==> src/rtl/wb_stage.sv <==
// rtl/wb_stage.sv - MIPS-style write-back stage with CP0 (Status/Cause/EPC/Count/Compare)
//
// Ports:
//   clk, reset              clock; synchronous active-high reset
//   ms_to_ws_valid/_bus     instruction handed over from MEM
//   ws_allowin              WB can accept an instruction
//   rf_we/rf_waddr/rf_wdata register-file byte-strobed write port
//   ws_fwd_blk_bus          {fwd_valid, dest, data} for decode forwarding/blocking
//   ws_ex, eret_flush       exception / ERET commit, combinational in the commit cycle
//   cp0_epc                 current EPC (ERET target)
//   has_int                 pending enabled interrupt
//   debug_wb_*              commit trace
module wb_stage #(
  parameter int MS_TO_WS_BUS_WD = 87
) (
  input  logic                       clk,
  input  logic                       reset,
  input  logic                       ms_to_ws_valid,
  input  logic [MS_TO_WS_BUS_WD-1:0] ms_to_ws_bus,
  output logic                       ws_allowin,
  output logic [3:0]                 rf_we,
  output logic [4:0]                 rf_waddr,
  output logic [31:0]                rf_wdata,
  output logic [40:0]                ws_fwd_blk_bus,
  output logic                       ws_ex,
  output logic                       eret_flush,
  output logic [31:0]                cp0_epc,
  output logic                       has_int,
  output logic [31:0]                debug_wb_pc,
  output logic [3:0]                 debug_wb_rf_wen,
  output logic [4:0]                 debug_wb_rf_wnum,
  output logic [31:0]                debug_wb_rf_wdata
);

  // CP0 addresses as {rd[4:0], sel[2:0]}
  localparam logic [7:0] ADDR_COUNT   = {5'd9,  3'd0};
  localparam logic [7:0] ADDR_COMPARE = {5'd11, 3'd0};
  localparam logic [7:0] ADDR_STATUS  = {5'd12, 3'd0};
  localparam logic [7:0] ADDR_CAUSE   = {5'd13, 3'd0};
  localparam logic [7:0] ADDR_EPC     = {5'd14, 3'd0};

  logic                       ws_valid;
  logic [MS_TO_WS_BUS_WD-1:0] bus_r;
  logic                       ready_go;

  logic [7:0]  cp0_addr;
  logic        ex, bd, eret, syscall, mfc0, mtc0;
  logic [3:0]  gr_strb;
  logic [4:0]  dest;
  logic [31:0] result, pc;

  assign cp0_addr = bus_r[86:79];
  assign ex       = bus_r[78];
  assign bd       = bus_r[77];
  assign eret     = bus_r[76];
  assign syscall  = bus_r[75];
  assign mfc0     = bus_r[74];
  assign mtc0     = bus_r[73];
  assign gr_strb  = bus_r[72:69];
  assign dest     = bus_r[68:64];
  assign result   = bus_r[63:32];
  assign pc       = bus_r[31:0];

  // WB always completes in one cycle.
  assign ready_go   = 1'b1;
  assign ws_allowin = !ws_valid || ready_go;

  always_ff @(posedge clk) begin
    if (reset) begin
      ws_valid <= 1'b0;
    end else if (ws_allowin) begin
      ws_valid <= ms_to_ws_valid;
    end
  end

  always_ff @(posedge clk) begin
    if (ms_to_ws_valid && ws_allowin) begin
      bus_r <= ms_to_ws_bus;
    end
  end

  // CP0 state
  logic [7:0]  status_im;
  logic        status_exl;
  logic        status_ie;
  logic        cause_bd;
  logic        cause_ti;
  logic [1:0]  cause_ip_sw;
  logic [4:0]  cause_exccode;
  logic [31:0] epc;
  logic [31:0] count;
  logic [31:0] compare;
  logic        tick;
  // Compare and Count both reset to 0; the timer stays quiet until software
  // has actually programmed Compare, so that trivial match does not fire.
  logic        compare_armed;

  logic        mtc0_we;
  logic [31:0] count_upd;
  logic [31:0] status_rd;
  logic [31:0] cause_rd;
  logic [31:0] cp0_rdata;

  assign ws_ex      = ws_valid && ex;
  assign eret_flush = ws_valid && eret;
  assign mtc0_we    = ws_valid && mtc0 && !ex;

  assign status_rd = {9'b0, 1'b1, 6'b0, status_im, 6'b0, status_exl, status_ie};
  // IP7 mirrors the timer interrupt; IP6..IP2 have no external sources here.
  assign cause_rd  = {cause_bd, cause_ti, 14'b0, cause_ti, 5'b0, cause_ip_sw,
                      1'b0, cause_exccode, 2'b0};

  always_comb begin
    cp0_rdata = 32'h0;
    case (cp0_addr)
      ADDR_COUNT:   cp0_rdata = count;
      ADDR_COMPARE: cp0_rdata = compare;
      ADDR_STATUS:  cp0_rdata = status_rd;
      ADDR_CAUSE:   cp0_rdata = cause_rd;
      ADDR_EPC:     cp0_rdata = epc;
      default:      cp0_rdata = 32'h0;
    endcase
  end

  // Count value after this edge; the timer match looks at the updated value.
  always_comb begin
    count_upd = count + {31'b0, tick};
    if (mtc0_we && cp0_addr == ADDR_COUNT) begin
      count_upd = result;
    end
  end

  always_ff @(posedge clk) begin
    if (reset) begin
      status_im     <= 8'h0;
      status_exl    <= 1'b0;
      status_ie     <= 1'b0;
      cause_bd      <= 1'b0;
      cause_ti      <= 1'b0;
      cause_ip_sw   <= 2'b0;
      cause_exccode <= 5'h0;
      epc           <= 32'h0;
      count         <= 32'h0;
      compare       <= 32'h0;
      tick          <= 1'b0;
      compare_armed <= 1'b0;
    end else begin
      tick  <= ~tick;
      count <= count_upd;

      if (mtc0_we && cp0_addr == ADDR_COMPARE) begin
        compare       <= result;
        compare_armed <= 1'b1;
        cause_ti      <= 1'b0;
      end else if (compare_armed && count_upd == compare) begin
        cause_ti <= 1'b1;
      end

      if (mtc0_we && cp0_addr == ADDR_STATUS) begin
        status_im  <= result[15:8];
        status_exl <= result[1];
        status_ie  <= result[0];
      end
      if (mtc0_we && cp0_addr == ADDR_CAUSE) begin
        cause_ip_sw <= result[9:8];
      end
      if (mtc0_we && cp0_addr == ADDR_EPC) begin
        epc <= result;
      end

      if (eret_flush) begin
        status_exl <= 1'b0;
      end

      // Exception commit comes last so it overrides everything above.
      if (ws_ex) begin
        status_exl    <= 1'b1;
        cause_bd      <= bd;
        cause_exccode <= syscall ? 5'h08 : 5'h00;
        // Nested exceptions keep the original return address.
        if (!status_exl) begin
          epc <= bd ? (pc - 32'd4) : pc;
        end
      end
    end
  end

  assign cp0_epc = epc;
  assign has_int = status_ie && !status_exl && |(status_im & cause_rd[15:8]);

  assign rf_we    = gr_strb & {4{ws_valid && !ex}};
  assign rf_waddr = dest;
  assign rf_wdata = mfc0 ? cp0_rdata : result;

  assign ws_fwd_blk_bus = {rf_we, rf_waddr, rf_wdata};

  assign debug_wb_pc       = pc;
  assign debug_wb_rf_wen   = rf_we;
  assign debug_wb_rf_wnum  = rf_waddr;
  assign debug_wb_rf_wdata = rf_wdata;

endmodule

==> config.mk <==
export PLATFORM = sky130hd
export DESIGN_NAME = wb_stage
export DESIGN_NICKNAME = d
export VERILOG_FILES = /design/src/rtl/wb_stage.sv
export SDC_FILE = /design/constraint.sdc
export NUM_CORES = 1
export LEC_CHECK = 0
export BUFFER_PORTS_ARGS = -buffer_cell sky130_fd_sc_hd__buf_2
export CAP_MARGIN = 10
export CELL_PAD_IN_SITES_DETAIL_PLACEMENT = 1
export CELL_PAD_IN_SITES_GLOBAL_PLACEMENT = 2
export CORE_ASPECT_RATIO = 1.5
export CORE_MARGIN = 2
export CORE_UTILIZATION = 32
export DETAILED_ROUTE_END_ITERATION = 8
export PLACE_DENSITY = 0.81
export SYNTH_ARGS = -nofsm -noshare
export SYNTH_HDL_FRONTEND = slang
export SYNTH_SLANG_ARGS = --single-unit
==> constraint.sdc <==
create_clock -name clk -period 4.1 [get_ports clk]
set_clock_uncertainty 0.15 [all_clocks]
set_input_delay 0.82 -clock clk [delete_from_list [all_inputs] [get_ports clk]]
set_output_delay 0.82 -clock clk [all_outputs]
set_load 0.02 [all_outputs]
After elaboration in Yosys (flattened, before gate mapping)
Cells that the tools add are included.
Widths: inputs -> output; s select.
Cells by class
  mux-type cells: 11
  eq/ne operators: 6
  divide/modulo/power cells: 0
  magnitude comparators: 0
  bitwise operators: 3
  $add $sub $neg: 2
  reduce and logical (&&, ||, !) cells: 18
  shift operators: 0
  multipliers: 0
Operators by type and width (number)
  $mux 32: 6
  $pmux 32 s5: 1
  $eq 8x7->1 const B: 5
  $add 32x1->32: 1
  $eq 32x32->1: 1
  $sub 32x3->32 const B: 1
  $logic_and 1x1->1: 13
  $and 8x8->8: 1
  $reduce_or 8->1: 1
  $and 4x4->4: 1
  $mux 4: 1
  $mux 1: 3
  $reduce_bool 3->1: 1
  $logic_not 1->1: 2
  $reduce_or 2->1: 1
  $not 1->1: 1
Word-level totals
  flip-flop bits (word level): 205
  bits of input ports: 90
  memories: 0
  bits in writable memories: 0
  word-level logic and storage cells: 54
  memory bits (read-only): 0
  output and inout bits: 191
  bits in latches: 0

Logic depth before layout (Yosys ltp)
  word-level depth: 6
  depth in mapped cells: 11
  mapped depth without buffers: 10

Worst setup path before layout
No wires, ideal clock.
  path type: flip-flop to output port
  start: reg bus_r[80]
  end: out rf_wdata[10]
  path slack: 0.411 ns
  cell stages (with the launch flop): 8
  arrival: 2.719 ns
  path buffers: 2
  data required time: 3.130 ns
  path through: edfxtp_1 nor3_1 nand3_1 nor2_1 clkbuf_1 a221oi_1 o32ai_1 buf_4
On the way
  longest elaborated chain between the ends: 3
RTL lines
  start: declaration: line 43  | logic [MS_TO_WS_BUS_WD-1:0] bus_r;
  start signal: assignment: line 78  | bus_r <= ms_to_ws_bus;
  $eq 8x7->1: line 115  | case (cp0_addr)
  $pmux 32 s5 (*): line 115
  $mux 32 (*): line 193  | assign rf_wdata = mfc0 ? cp0_rdata : result;
  end: declaration: line 23  | output logic [31:0] rf_wdata,
Every way passes the cells marked *; elsewhere a longest branch is shown, timed or not.

Worst setup path after layout
  start: reg bus_r[81]
  end: out ws_fwd_blk_bus[19]
On the way
  longest elaborated chain between the ends: 3
RTL lines
  $eq 8x7->1: line 115
  $pmux 32 s5 (*): line 115
  $mux 32 (*): line 193
  end: declaration: line 24  | output logic [40:0] ws_fwd_blk_bus,
Marks and branches as above.

==> impl_results.md <==
* Worst relative slew slack at 39.2%
* Most frequent cell after synthesis: buf_4
* Initial antenna violation count at 0
* Pwr/cell area at 385 nW/µm²
* Die X at 157 µm
* Hold path cells at 1
* Final Hold Fails at 0
* Run status: finished clean
* Die area at 36700 µm²
* Layout net count at 1445
* WL final at 40500 µm
* Leakage power at 0.00506 µW
* CTS root buf: clkbuf_16
* Synthesis-to-finish area growth at 16.2%
* Initial DRC count at 519
* CTS tree: done
* Die Ht at 234 µm
* Seq/Total Area, Yosys at 43.5%
* Setup Total Neg Slack at 0 ps
* Syn Nets at 1312
* Final HPWL DP at 30300 µm
* DRC viols at 0
* ANT nets after route at 0
* FMAX at 256 MHz
* # hold bufs at CTS at 0
* Pre-antenna DRT Iters at 4
* R2r worst-path depth at 10
* Synth top cells by count: buf_4, nand2_1, dfxtp_1
* Remaining global-route overflow at 0
* Fin crit period at 3900 ps
* Starting Density at 32.2%
* Maximum VDD drop at 0.000340 V
* Placeable Area at 34900 µm²
* Crit path cell chain: nor3_1 -> buf_4 -> nand3_1 -> nor3b_1 -> buf_4 -> o31ai_4 -> buf_4 -> o22ai_1 -> buf_2
* Post-synth EDFFs at 87
* Setup violations, final at 0
* WL per Instance at 22.0 µm
* CP arrival at 2930 ps
* Final Non-Filler Cells at 1839
* Buffers on Ports at 279
* Most common cell on crit path: buf_4
* Clk sinks at 201
* Clock-pin slew on the worst setup and hold paths at 70 ps
* Htree depth at 1
* Final Max Slew Viols at 0
* Core Util, Final at 37.4%
* Synth top area share at 23.2%
* Register area at 4890 µm²
* Actual slew at the worst max-slew pin at 912 ps
* Fill cell count at 4170
* Clock Tree Buf Depth at 3
* Synth area leaders: edfxtp_1, dfxtp_1, buf_4
* Worst endpoint required time at 3130 ps
* Mean post-synth cell area at 9.22 µm²
* Async SR Flop Fraction at 0%
* Number of buffers created by CTS at 21
* Worst setup EP type: primary output
* Fin crit share at 95.1%
* Clk_lat worst skew at 510 ps
* Yosys warnings at 0
* Startpoint Class: flop
* Worst path max stage delay at 690 ps
* Crit-path max FO at 14
* Ant diodes at 0
* Max_cap viols at 0
* Post-synthesis register bit count at 201
* Rows at 84
* Ports at 281
* Largest net degree at the start of global routing at 77
* Vias in the first global route at 10029
* GPL Wtd Cong at 0.901
* RSZ-0062 raised after global routing: no
* Yosys top cell by area: edfxtp_1
* CP bufs+invs at 4
* HP Class: reg -> reg
* Multi-input combinational cell area at 5070 µm²
* Unique masters post-synth at 76
* Overall routing resource usage at 21.7%
* Routed via count at 9667
* First-pass GRT wire length at 60600 µm
* Via density at 5.26
* Top Family by Delay on Critical Path: buffers and inverters
* Most common flop cell mapped by yosys: dfxtp_1
* Mapped Area at 11200 µm²
* Cells after Synth at 1219
* Critical path class: reg -> out
* Slowest-stage cell, CP: o31ai_4
* Levels on crit path at 9
* Proportion of layout cells with a drive suffix above 1 at 26.8%
* Hold_ws at 276 ps
* Dpl cells at 1802
==> sequential cells by signal, indices dropped and copies added, names as in the netlist <==
name / count
count: 32
status_exl: 1
status_im: 8
tick: 1
cause_ti: 1
ws_valid: 1
compare: 32
cause_exccode: 1
status_ie: 1
cause_bd: 1
bus_r: 87
cause_ip_sw: 2
compare_armed: 1
cp0_epc: 32
==> area by class of cell <==
type	count	area share (%)
Multi-Input combinational cell	779	38.8
Sequential cell	201	37.5
Timing Repair Buffer	307	12.5
Tap cell	473	4.53
Clock buffer	26	4.32
Inverter	42	1.21
Clock inverter	11	1.17
==> logic make-up (layout without fill, tap and decap cells) <==
family | after synthesis | count (layout) | synth area share [%]
DFF | 201 | 201 | 43.5
buffers and inverters | 239 | 386 | 12.1
adders and majority gates | 3 | 3 | 0.334
muxes | 60 | 60 | 5.37
xor gates and xnor gates | 80 | 80 | 6.62
other | 1 | 1 | 0.0333
and+or+nand+nor | 381 | 381 | 16.6
AOI/OAI and AO/OA | 254 | 254 | 15.4
==> where the power goes <==
group	internal [µW]	leakage (µW)	switching [µW]
Combinational	218	0.00294	433
Sequential	2190	0.00177	126
Clock	1230	0.000347	829
==> path summary, 6_finish.rpt <==
kind	from	end	slack, ps
hold / removal	tick	tick	280
setup reg to reg	count[0]	cause_ti	500
hold reg to reg	tick	tick	280
setup / recovery	bus_r[81]	ws_fwd_blk_bus[19]	200
==> placed cells by master (no fill, tap or decap), drive strengths merged, types with 4 or more instances in the layout <==
cell       n
buf      307
nand2    117
dfxtp    114
nor2     102
edfxtp    87
a21oi     68
a211oi    58
mux2i     57
xnor2     48
inv       41
nand3     32
xor2      29
nor3      26
o22ai     26
clkbuf    26
o21ai     20
and3      18
nor4      16
a22o      15
o21a      11
nand4     10
nor2b      8
o221ai     8
or3        8
clkinv     7
nor3b      6
or2        6
and2       6
or4        6
a22oi      5
nand2b     5
o2111ai    5
a31oi      4
a221oi     4
nand3b     4
bufinv     4
==> metrics by stage <==
step / power [µW] / instance area (µm²) / setup slack [ps]
final: 5020 / 13100 / 200
after global routing: 5180 / 13100 / 4.75
after CTS: 5070 / 13000 / 53.1
after detailed placement: 3010 / 12300 / 448
after global placement: 3000 / 12300 / 504
after floorplan: 2800 / 11200 / 411
==> metal layers <==
layer | part of all wire [%] | wire length [µm] | track usage, %
met1 | 40 | 16200 | 25.7
met3 | 4.1 | 1660 | 2.56
met2 | 53 | 21400 | 39.8
met5 | 0 | 0 | 0
met4 | 3.2 | 1300 | 7.87
==> worst reg2reg max path, delay by kind of cell, from the launching register on <==
| kind | cells | cell delay (ps) |
|---|---|---|
| simple gates | 4 | 1790 |
| compound gates | 3 | 680 |
| fa+ha+maj | 2 | 420 |
| flops | 1 | 330 |
| xor+xnor | 1 | 150 |
==> repair_timing <==
action | 4_1_cts | 5_1_grt
setup endpoints to repair | 0 | 50
gates resized for setup | 0 | 6
endpoints found under the hold margin | 0 | 0
setup buffers | 0 | 0
Note: power is estimated with default switching activity, not from simulation.
